==> src/rtl/mc_ctrl.sv <==
// mc_ctrl: main control FSM for a multicycle MIPS-subset datapath.
// Build macro MC_CTRL_ILLEGAL_TRAP_EN: undefined instructions trap to HALT with Illegal set.
`ifndef ALU_ADD
`define ALU_ADD  4'd0
`define ALU_SUB  4'd1
`define ALU_AND  4'd2
`define ALU_OR   4'd3
`define ALU_XOR  4'd4
`define ALU_NOR  4'd5
`define ALU_SLT  4'd6
`define ALU_SLTU 4'd7
`define ALU_SLL  4'd8
`define ALU_SRL  4'd9
`define ALU_SRA  4'd10
`define ALU_LUI  4'd11
`endif

module mc_ctrl (
    input  logic       clk,
    input  logic       rst,
    input  logic [5:0] Op,
    input  logic [5:0] Funct,
    input  logic [4:0] Rt,
    input  logic       Zero,
    input  logic       A_First,
    input  logic       A_Zero,
    output logic       PCWrite,
    output logic       IRWrite,
    output logic       MemWrite,
    output logic       RegWrite,
    output logic       IorD,
    output logic       ExtOp,
    output logic [1:0] ALUSrcA,
    output logic [1:0] ALUSrcB,
    output logic [1:0] PCSource,
    output logic [1:0] RegDst,
    output logic [1:0] MemtoReg,
    output logic [3:0] ALUOp,
    output logic [3:0] State,
    output logic       Illegal
);

    typedef enum logic [3:0] {
        FETCH    = 4'd0,  DECODE = 4'd1,  EXEC_R = 4'd2,  EXEC_I = 4'd3,
        MEM_ADDR = 4'd4,  MEM_RD = 4'd5,  MEM_WB = 4'd6,  MEM_WR = 4'd7,
        WB_R     = 4'd8,  WB_I   = 4'd9,  BRANCH = 4'd10, JUMP   = 4'd11,
        HALT     = 4'd12
    } state_t;

    state_t state, next_state;

    logic       r_alu, r_shamt, r_shvar, r_jr, r_jalr;
    logic       i_alu, i_sext, is_j, is_jal, is_branch, is_lw, is_sw;
    logic       br_taken;
    logic [3:0] r_op, i_op;

    // Instruction classification from the IR fields.
    always_comb begin : decode
        r_alu = 1'b0; r_shamt = 1'b0; r_shvar = 1'b0; r_jr = 1'b0; r_jalr = 1'b0;
        i_alu = 1'b0; i_sext = 1'b0; is_j = 1'b0; is_jal = 1'b0;
        is_branch = 1'b0; is_lw = 1'b0; is_sw = 1'b0;
        r_op = `ALU_ADD; i_op = `ALU_ADD;
        if (Op == 6'b000000) begin
            case (Funct)
                6'b100000, 6'b100001: begin r_alu = 1'b1;   r_op = `ALU_ADD;  end
                6'b100010, 6'b100011: begin r_alu = 1'b1;   r_op = `ALU_SUB;  end
                6'b100100:            begin r_alu = 1'b1;   r_op = `ALU_AND;  end
                6'b100101:            begin r_alu = 1'b1;   r_op = `ALU_OR;   end
                6'b100110:            begin r_alu = 1'b1;   r_op = `ALU_XOR;  end
                6'b100111:            begin r_alu = 1'b1;   r_op = `ALU_NOR;  end
                6'b101010:            begin r_alu = 1'b1;   r_op = `ALU_SLT;  end
                6'b101011:            begin r_alu = 1'b1;   r_op = `ALU_SLTU; end
                6'b000000:            begin r_shamt = 1'b1; r_op = `ALU_SLL;  end
                6'b000010:            begin r_shamt = 1'b1; r_op = `ALU_SRL;  end
                6'b000011:            begin r_shamt = 1'b1; r_op = `ALU_SRA;  end
                6'b000100:            begin r_shvar = 1'b1; r_op = `ALU_SLL;  end
                6'b000110:            begin r_shvar = 1'b1; r_op = `ALU_SRL;  end
                6'b000111:            begin r_shvar = 1'b1; r_op = `ALU_SRA;  end
                6'b001000:            r_jr   = 1'b1;
                6'b001001:            r_jalr = 1'b1;
                default:              ;
            endcase
        end
        case (Op)
            6'b000010:            is_j = 1'b1;
            6'b000011:            is_jal = 1'b1;
            6'b000100, 6'b000101,
            6'b000110, 6'b000111: is_branch = 1'b1;
            6'b000001:            is_branch = (Rt == 5'd0) || (Rt == 5'd1);
            6'b001000, 6'b001001: begin i_alu = 1'b1; i_sext = 1'b1; i_op = `ALU_ADD;  end
            6'b001010:            begin i_alu = 1'b1; i_sext = 1'b1; i_op = `ALU_SLT;  end
            6'b001011:            begin i_alu = 1'b1; i_sext = 1'b1; i_op = `ALU_SLTU; end
            6'b001100:            begin i_alu = 1'b1; i_op = `ALU_AND; end
            6'b001101:            begin i_alu = 1'b1; i_op = `ALU_OR;  end
            6'b001110:            begin i_alu = 1'b1; i_op = `ALU_XOR; end
            6'b001111:            begin i_alu = 1'b1; i_op = `ALU_LUI; end
            6'b100011:            is_lw = 1'b1;
            6'b101011:            is_sw = 1'b1;
            default:              ;
        endcase
    end

    // Branch condition from the ALU flags of the A-B compare.
    always_comb begin : branch_cond
        case (Op)
            6'b000100: br_taken = Zero;
            6'b000101: br_taken = !Zero;
            6'b000110: br_taken = A_First || A_Zero;
            6'b000111: br_taken = !A_First && !A_Zero;
            6'b000001: br_taken = (Rt == 5'd0) ? A_First : !A_First;
            default:   br_taken = 1'b0;
        endcase
    end

    always_ff @(posedge clk) begin
        if (rst) state <= FETCH;
        else     state <= next_state;
    end

    // Next-state and Moore outputs; reset masks every write enable.
    always_comb begin : fsm
        next_state = state;
        PCWrite = 1'b0; IRWrite = 1'b0; MemWrite = 1'b0; RegWrite = 1'b0;
        IorD = 1'b0; ExtOp = 1'b0; Illegal = 1'b0;
        ALUSrcA = 2'd0; ALUSrcB = 2'd0; PCSource = 2'd0; RegDst = 2'd0; MemtoReg = 2'd0;
        ALUOp = `ALU_ADD;
        case (state)
            FETCH: begin
                IRWrite = 1'b1; ALUSrcB = 2'd1; PCWrite = 1'b1;
                next_state = DECODE;
            end
            DECODE: begin
                ALUSrcB = 2'd3; ExtOp = 1'b1;
                if (r_alu || r_shamt || r_shvar)        next_state = EXEC_R;
                else if (r_jr || r_jalr || is_j || is_jal) next_state = JUMP;
                else if (is_branch)                     next_state = BRANCH;
                else if (i_alu)                         next_state = EXEC_I;
                else if (is_lw || is_sw)                next_state = MEM_ADDR;
                else begin
`ifdef MC_CTRL_ILLEGAL_TRAP_EN
                    next_state = HALT;
`else
                    next_state = FETCH;
`endif
                end
            end
            EXEC_R: begin
                ALUSrcA = r_shamt ? 2'd2 : 2'd1; ALUOp = r_op;
                next_state = WB_R;
            end
            WB_R: begin
                RegDst = 2'd1; RegWrite = 1'b1;
                next_state = FETCH;
            end
            EXEC_I: begin
                ALUSrcA = 2'd1; ALUSrcB = 2'd2; ExtOp = i_sext; ALUOp = i_op;
                next_state = WB_I;
            end
            WB_I: begin
                RegWrite = 1'b1;
                next_state = FETCH;
            end
            MEM_ADDR: begin
                ALUSrcA = 2'd1; ALUSrcB = 2'd2; ExtOp = 1'b1;
                next_state = is_lw ? MEM_RD : MEM_WR;
            end
            MEM_RD: begin
                IorD = 1'b1;
                next_state = MEM_WB;
            end
            MEM_WB: begin
                MemtoReg = 2'd1; RegWrite = 1'b1;
                next_state = FETCH;
            end
            MEM_WR: begin
                IorD = 1'b1; MemWrite = 1'b1;
                next_state = FETCH;
            end
            BRANCH: begin
                ALUSrcA = 2'd1; ALUOp = `ALU_SUB; PCSource = 2'd1; PCWrite = br_taken;
                next_state = FETCH;
            end
            JUMP: begin
                PCWrite = 1'b1;
                if (is_j || is_jal) PCSource = 2'd2;
                else                PCSource = 2'd3;
                if (is_jal) begin
                    RegDst = 2'd2; MemtoReg = 2'd2; RegWrite = 1'b1;
                end else if (r_jalr) begin
                    RegDst = 2'd1; MemtoReg = 2'd2; RegWrite = 1'b1;
                end
                next_state = FETCH;
            end
            HALT: begin
`ifdef MC_CTRL_ILLEGAL_TRAP_EN
                Illegal = 1'b1;
                next_state = HALT;
`else
                next_state = FETCH;
`endif
            end
            default: next_state = FETCH;
        endcase
        if (rst) begin
            PCWrite = 1'b0; IRWrite = 1'b0; MemWrite = 1'b0; RegWrite = 1'b0; Illegal = 1'b0;
        end
    end

    assign State = state;

endmodule

==> config.mk <==
export PLATFORM = sky130hd
export DESIGN_NAME = mc_ctrl
export DESIGN_NICKNAME = d
export VERILOG_FILES = /design/src/rtl/mc_ctrl.sv
export SDC_FILE = /design/constraint.sdc
export NUM_CORES = 1
export LEC_CHECK = 0
export CAP_MARGIN = 20
export CORE_ASPECT_RATIO = 1.2
export CORE_MARGIN = 5
export CORE_UTILIZATION = 39
export DETAILED_ROUTE_END_ITERATION = 10
export GPL_TIMING_DRIVEN = 0
export PLACE_DENSITY = 0.92
export SYNTH_ARGS = -nofsm -noshare
export SYNTH_HDL_FRONTEND = slang
export SYNTH_SLANG_ARGS = --single-unit
==> constraint.sdc <==
create_clock -name clk -period 1.7 [get_ports clk]
set_clock_uncertainty 0.1 [all_clocks]
set_input_delay 0.17 -clock clk [delete_from_list [all_inputs] [get_ports clk]]
set_output_delay 0.17 -clock clk [all_outputs]
set_load 0.005 [all_outputs]
Word-level counts from Yosys, hierarchy flattened
Index checks and enable logic that the tools add are counted.
Widths: inputs -> output; s select.
Word-level totals
  output and inout port bits: 25
  register bits after elaboration: 4
Operators by class
  equality and inequality tests: 46
  reductions and logical operators: 33
  muxes and demuxes: 53
Operators with widths (number)
  $eq 6x6->1 const B: 12
  $eq 6x4->1 const B: 10
  $pmux 4 s6: 2
  $eq 6x3->1 const B: 7
  $pmux 4 s10: 1
  $mux 1: 28
  $eq 6x2->1 const B: 4
  $eq 4x3->1 const B: 4
  $eq 4x4->1 const B: 4
  $mux 4: 4
  $pmux 2 s2: 4
  $reduce_or 2->1: 8
  $logic_not 6->1: 2
  $pmux 4 s3: 1
  $reduce_or 3->1: 4
  $mux 2: 5
  $reduce_or 10->1: 1
  $logic_or 1x1->1: 9
  $eq 4x2->1 const B: 2
  $pmux 1 s2: 4
  $reduce_or 4->1: 2
  $reduce_or 8->1: 1
  $eq 6x1->1 const B: 1
  $mux 3: 2
  8 further kinds: 10

Depth between registers and ports, before layout
  word-level depth: 9
  gate-level depth with buffers: 6
  depth with buffers taken out: 5

Least setup slack after synthesis
No wires, ideal clock.
  path type: in2out
  start point: in Funct[5]
  end point: out RegWrite
  setup slack: -0.002 ns
  data required time: 1.430 ns
  path buffers: 1
  arrival time: 1.432 ns
  stages on the path: 6
  cell sequence: buf_2 or4b_4 nor3b_2 nand2_1 a21oi_2 o31a_1
On the way
  word-level cells in the longest chain between the ends: 7
RTL lines
  from (decl): line 22  | input logic [5:0] Funct,
  $eq 6x4->1: line 64  | case (Funct)
  $mux 1: line 64
  $mux 1: line 63  | if (Op == 6'b000000) begin
  $mux 1: line 189  | end else if (r_jalr) begin
  $mux 1: line 187  | if (is_jal) begin
  $pmux 1 s2: line 127  | case (state)
  $mux 1: line 204  | if (rst) begin
  to (decl): line 30  | output logic RegWrite,
No other way between the ends.

Worst setup path in the final report
  start point: reg state[0], in the netlist State[0]
  end point: out ExtOp
On the way
  word-level cells in the longest chain between the ends: 3
  elaborated cells between the ends (all ways): 5
  those cells by class: eq/ne (3); mux (1); reduce/logical (1)
RTL lines
  from (decl): line 50  | state_t state, next_state;
  from (signal assigned): line 117  | else state <= next_state;
  $eq 4x1->1 / $eq 4x3->1 (equally long branches): line 127
  $reduce_or 2->1 (no source line)
  $pmux 1 s2 (*): line 127
  to (decl): line 32  | output logic ExtOp,
Mark *: on every way between the ends. The rest lies on a longest branch, timed or not.

==> results.json <==
{
  "grt_pass1_vias": 1305,
  "start_kind": "flip-flop",
  "synth-main-ff-cell": "dfxtp_1",
  "die_width_um": 52.73,
  "antenna_found_initial": 0,
  "timing.final.crit_share_pct": 112.7,
  "ys_ff_latch": 4,
  "powerDensity_nw_per_um2": 335.3,
  "slew_headroom_pct": 55.07,
  "root_buffer": "clkbuf_4",
  "synthAdderAreaFrac_pct": 0,
  "io_buffer_count": 42,
  "worst-r2r-setup-slack_ps": 80,
  "dr.pass1.iters": 6,
  "wl_um": 4596,
  "drive_above_1_share_pct": 46.77,
  "ant_nets": 0,
  "rsz0062_at_grt": "true",
  "synth-edff-count": 0,
  "synth_cell_types": 49,
  "fin_crit_ps": 1916,
  "critical_path.top_delay_family": "buffers and inverters",
  "required_ps": 1430,
  "syn_avg_cell_area_um2": 6.676,
  "cts.sinks": 4,
  "viasPerCell": 6.268,
  "cts_tree": "built",
  "synthDominantCellAreaShare_pct": 9.370,
  "nets": 225,
  "synthArstFlopShare_pct": 0,
  "setup_viol": 12,
  "numCtsBuffers": 3,
  "synthMuxAreaShare_pct": 2.343,
  "synth_top_family_by_area": "simple AND/OR/NAND/NOR gates",
  "path_buf_inv": 4,
  "syn_inst": 128,
  "die-area_um2": 3231,
  "worst_slack_ps": -216.2,
  "dpl_cell_area_um2": 1313,
  "drc": 0,
  "rows": 18,
  "critical_path_class": "flip-flop to output port",
  "yosys.area_share.xor_xnor_pct": 2.050,
  "worstPathMaxFanout": 5,
  "crit_start": "State[0]",
  "grt_pass1_wl_um": 6141,
  "cap_violations": 0,
  "grt-ovfl-total": 0,
  "hold_path.startpoint": "Op[3]",
  "pin_count": 47,
  "num_vias": 1448,
  "gp_congestion": 0.9391,
  "failed_checks": "setup timing",
  "yosysWarningCount": 0,
  "synth_area_um2": 854.6,
  "htreeDepth": 1,
  "yosysTopAreaCell": "dfxtp_1",
  "ir_drop_mv": 0.2289,
  "ys_seq_area_share_pct": 9.370,
  "synth_nets": 150,
  "pre_cts_slack_ps": -1051,
  "fin_area_um2": 1717,
  "slowest_stage": "dfxtp_4",
  "synth-simple-area-share_pct": 44.07,
  "tightest_slew_ps": 665.2,
  "synth-compound-area-share_pct": 31.48,
  "clock_path_buffers": 2,
  "r2r-start": "State[0]",
  "coreArea_um2": 2072,
  "max_stage_delay_ps": 360,
  "routedWlPerCell_um": 19.90,
  "cts.clk_slew.worst_paths_ps": 40,
  "drt-initial-drc-count": 94,
  "groute.usage.overall_pct": 24.79,
  "ys_top_cells_by_area": "dfxtp_1 9.4%, nor2_1 8.3%, a21oi_1 4.7%",
  "insertion_delay_ps": 240,
  "grt_max_degree": 11,
  "largest_reg_flops": 4,
  "cp-end-kind": "output port",
  "power_leakage_nw": 0.7530,
  "synth_common_cells": "19 x nor2_1, 10 x nand2_1, 8 x a21oi_1, 8 x o21ai_0",
  "hold_class": "input pin to flip-flop",
  "insertedDiodeCount": 0,
  "cp_cell_sequence": "buf_8 -> buf_12 -> buf_6 -> nor2_1 -> o21ai_0 -> a21oi_1 -> buf_2",
  "dpl.hpwl_um": 2436,
  "slew_viol_final": 0,
  "outcome": "complete, but fails checks",
  "fp.dieH_um": 61.28,
  "finalHoldViolCount": 0,
  "max_freq_mhz": 521.9,
  "initial_core_util_pct": 41.24,
  "arrival_ps": 1650,
  "synth.most_common_cell": "nor2_1",
  "syn_to_final_growth_pct": 100.9
}
==> layout by cell type, fill, tap and decap left out, types with 3 or more instances in the layout <==
master / instances
buf_8: 3
buf_6: 6
nand2_1: 8
buf_12: 3
buf_4: 26
nor2_4: 3
inv_1: 5
o21ai_0: 5
dlygate4sd2_1: 8
nor3_1: 4
o21ai_1: 3
nor4_4: 3
nor2_1: 15
clkdlybuf4s50_1: 9
dfxtp_4: 4
a21oi_1: 8
buf_2: 16
clkdlybuf4s15_2: 3
nand4_1: 4
clkbuf_4: 4
==> stage by stage <==
step,hold slack [ps],std cells,setup TNS (ps),total power [W],utilization (%)
4_1_cts,250.8,226,-842.5,0.0005308,77.23
3_5_place_dp,508.6,200,-11800,0.0003511,63.35
2_1_floorplan,147.1,128,0,0.0002274,-
6_report,309.8,231,-1298,0.0005756,82.85
5_1_grt,315.7,231,-2014,0.0006012,82.85
3_3_place_gp,505.6,200,-11840,0.0003461,63.35
==> worst min-delay path, stage by stage <==
cell     delay [ps]
buf_6            90
nor3_1           80
o41ai_1         140
o32ai_1         120
==> routing by layer <==
layer	vias to the layer above	global-route usage (%)	part of all wire (%)
li1	631	-	-
met1	650	27.70	37
met2	129	48.05	49
met3	38	3.390	9.2
met4	0	7.299	5.2
met5	-	0	0
==> cells by family (layout without fill, tap and decap cells) <==
group,Yosys count,in the layout
XOR/XNOR,2,2
AO/OA/AOI/OAI,37,37
other,1,1
AND/OR/NAND/NOR,64,64
multiplexers,2,2
flip-flops,4,4
buffers and inverters,18,91
==> report_power, final <==
group	internal (W)	switching [W]	total, W
clock	0.0000792	0.0000428	0.000122
sequential	0.0000969	0.0000112	0.000108
combinational	0.000174	0.000171	0.000345
==> path summary, 6_finish.rpt <==
check | end | cells after the start
hold reg to reg | State[1] | 2
setup / recovery | ExtOp | 7
hold / removal | State[3] | 4
setup reg to reg | State[1] | 7
==> timing repair <==
| item | in CTS | in global routing |
|---|---|---|
| endpoints found under the setup margin | 22 | 17 |
| resized for setup | 144 | 22 |
| hold endpoints to repair | 0 | 0 |
| pin swaps | 25 | 15 |
| setup buffers | 24 | 5 |
| hold buffers | 0 | 0 |
==> area by class of cell <==
type	count	area, um^2
Sequential cell	4	95.09
Buffer	10	132.6
Timing Repair Buffer	71	581.8
Inverter	7	28.78
Clock buffer	3	22.52
Multi-Input combinational cell	106	818.3
Tap cell	30	37.54
Fill cell	132	355.3
Note: power is estimated with default switching activity, not from simulation.
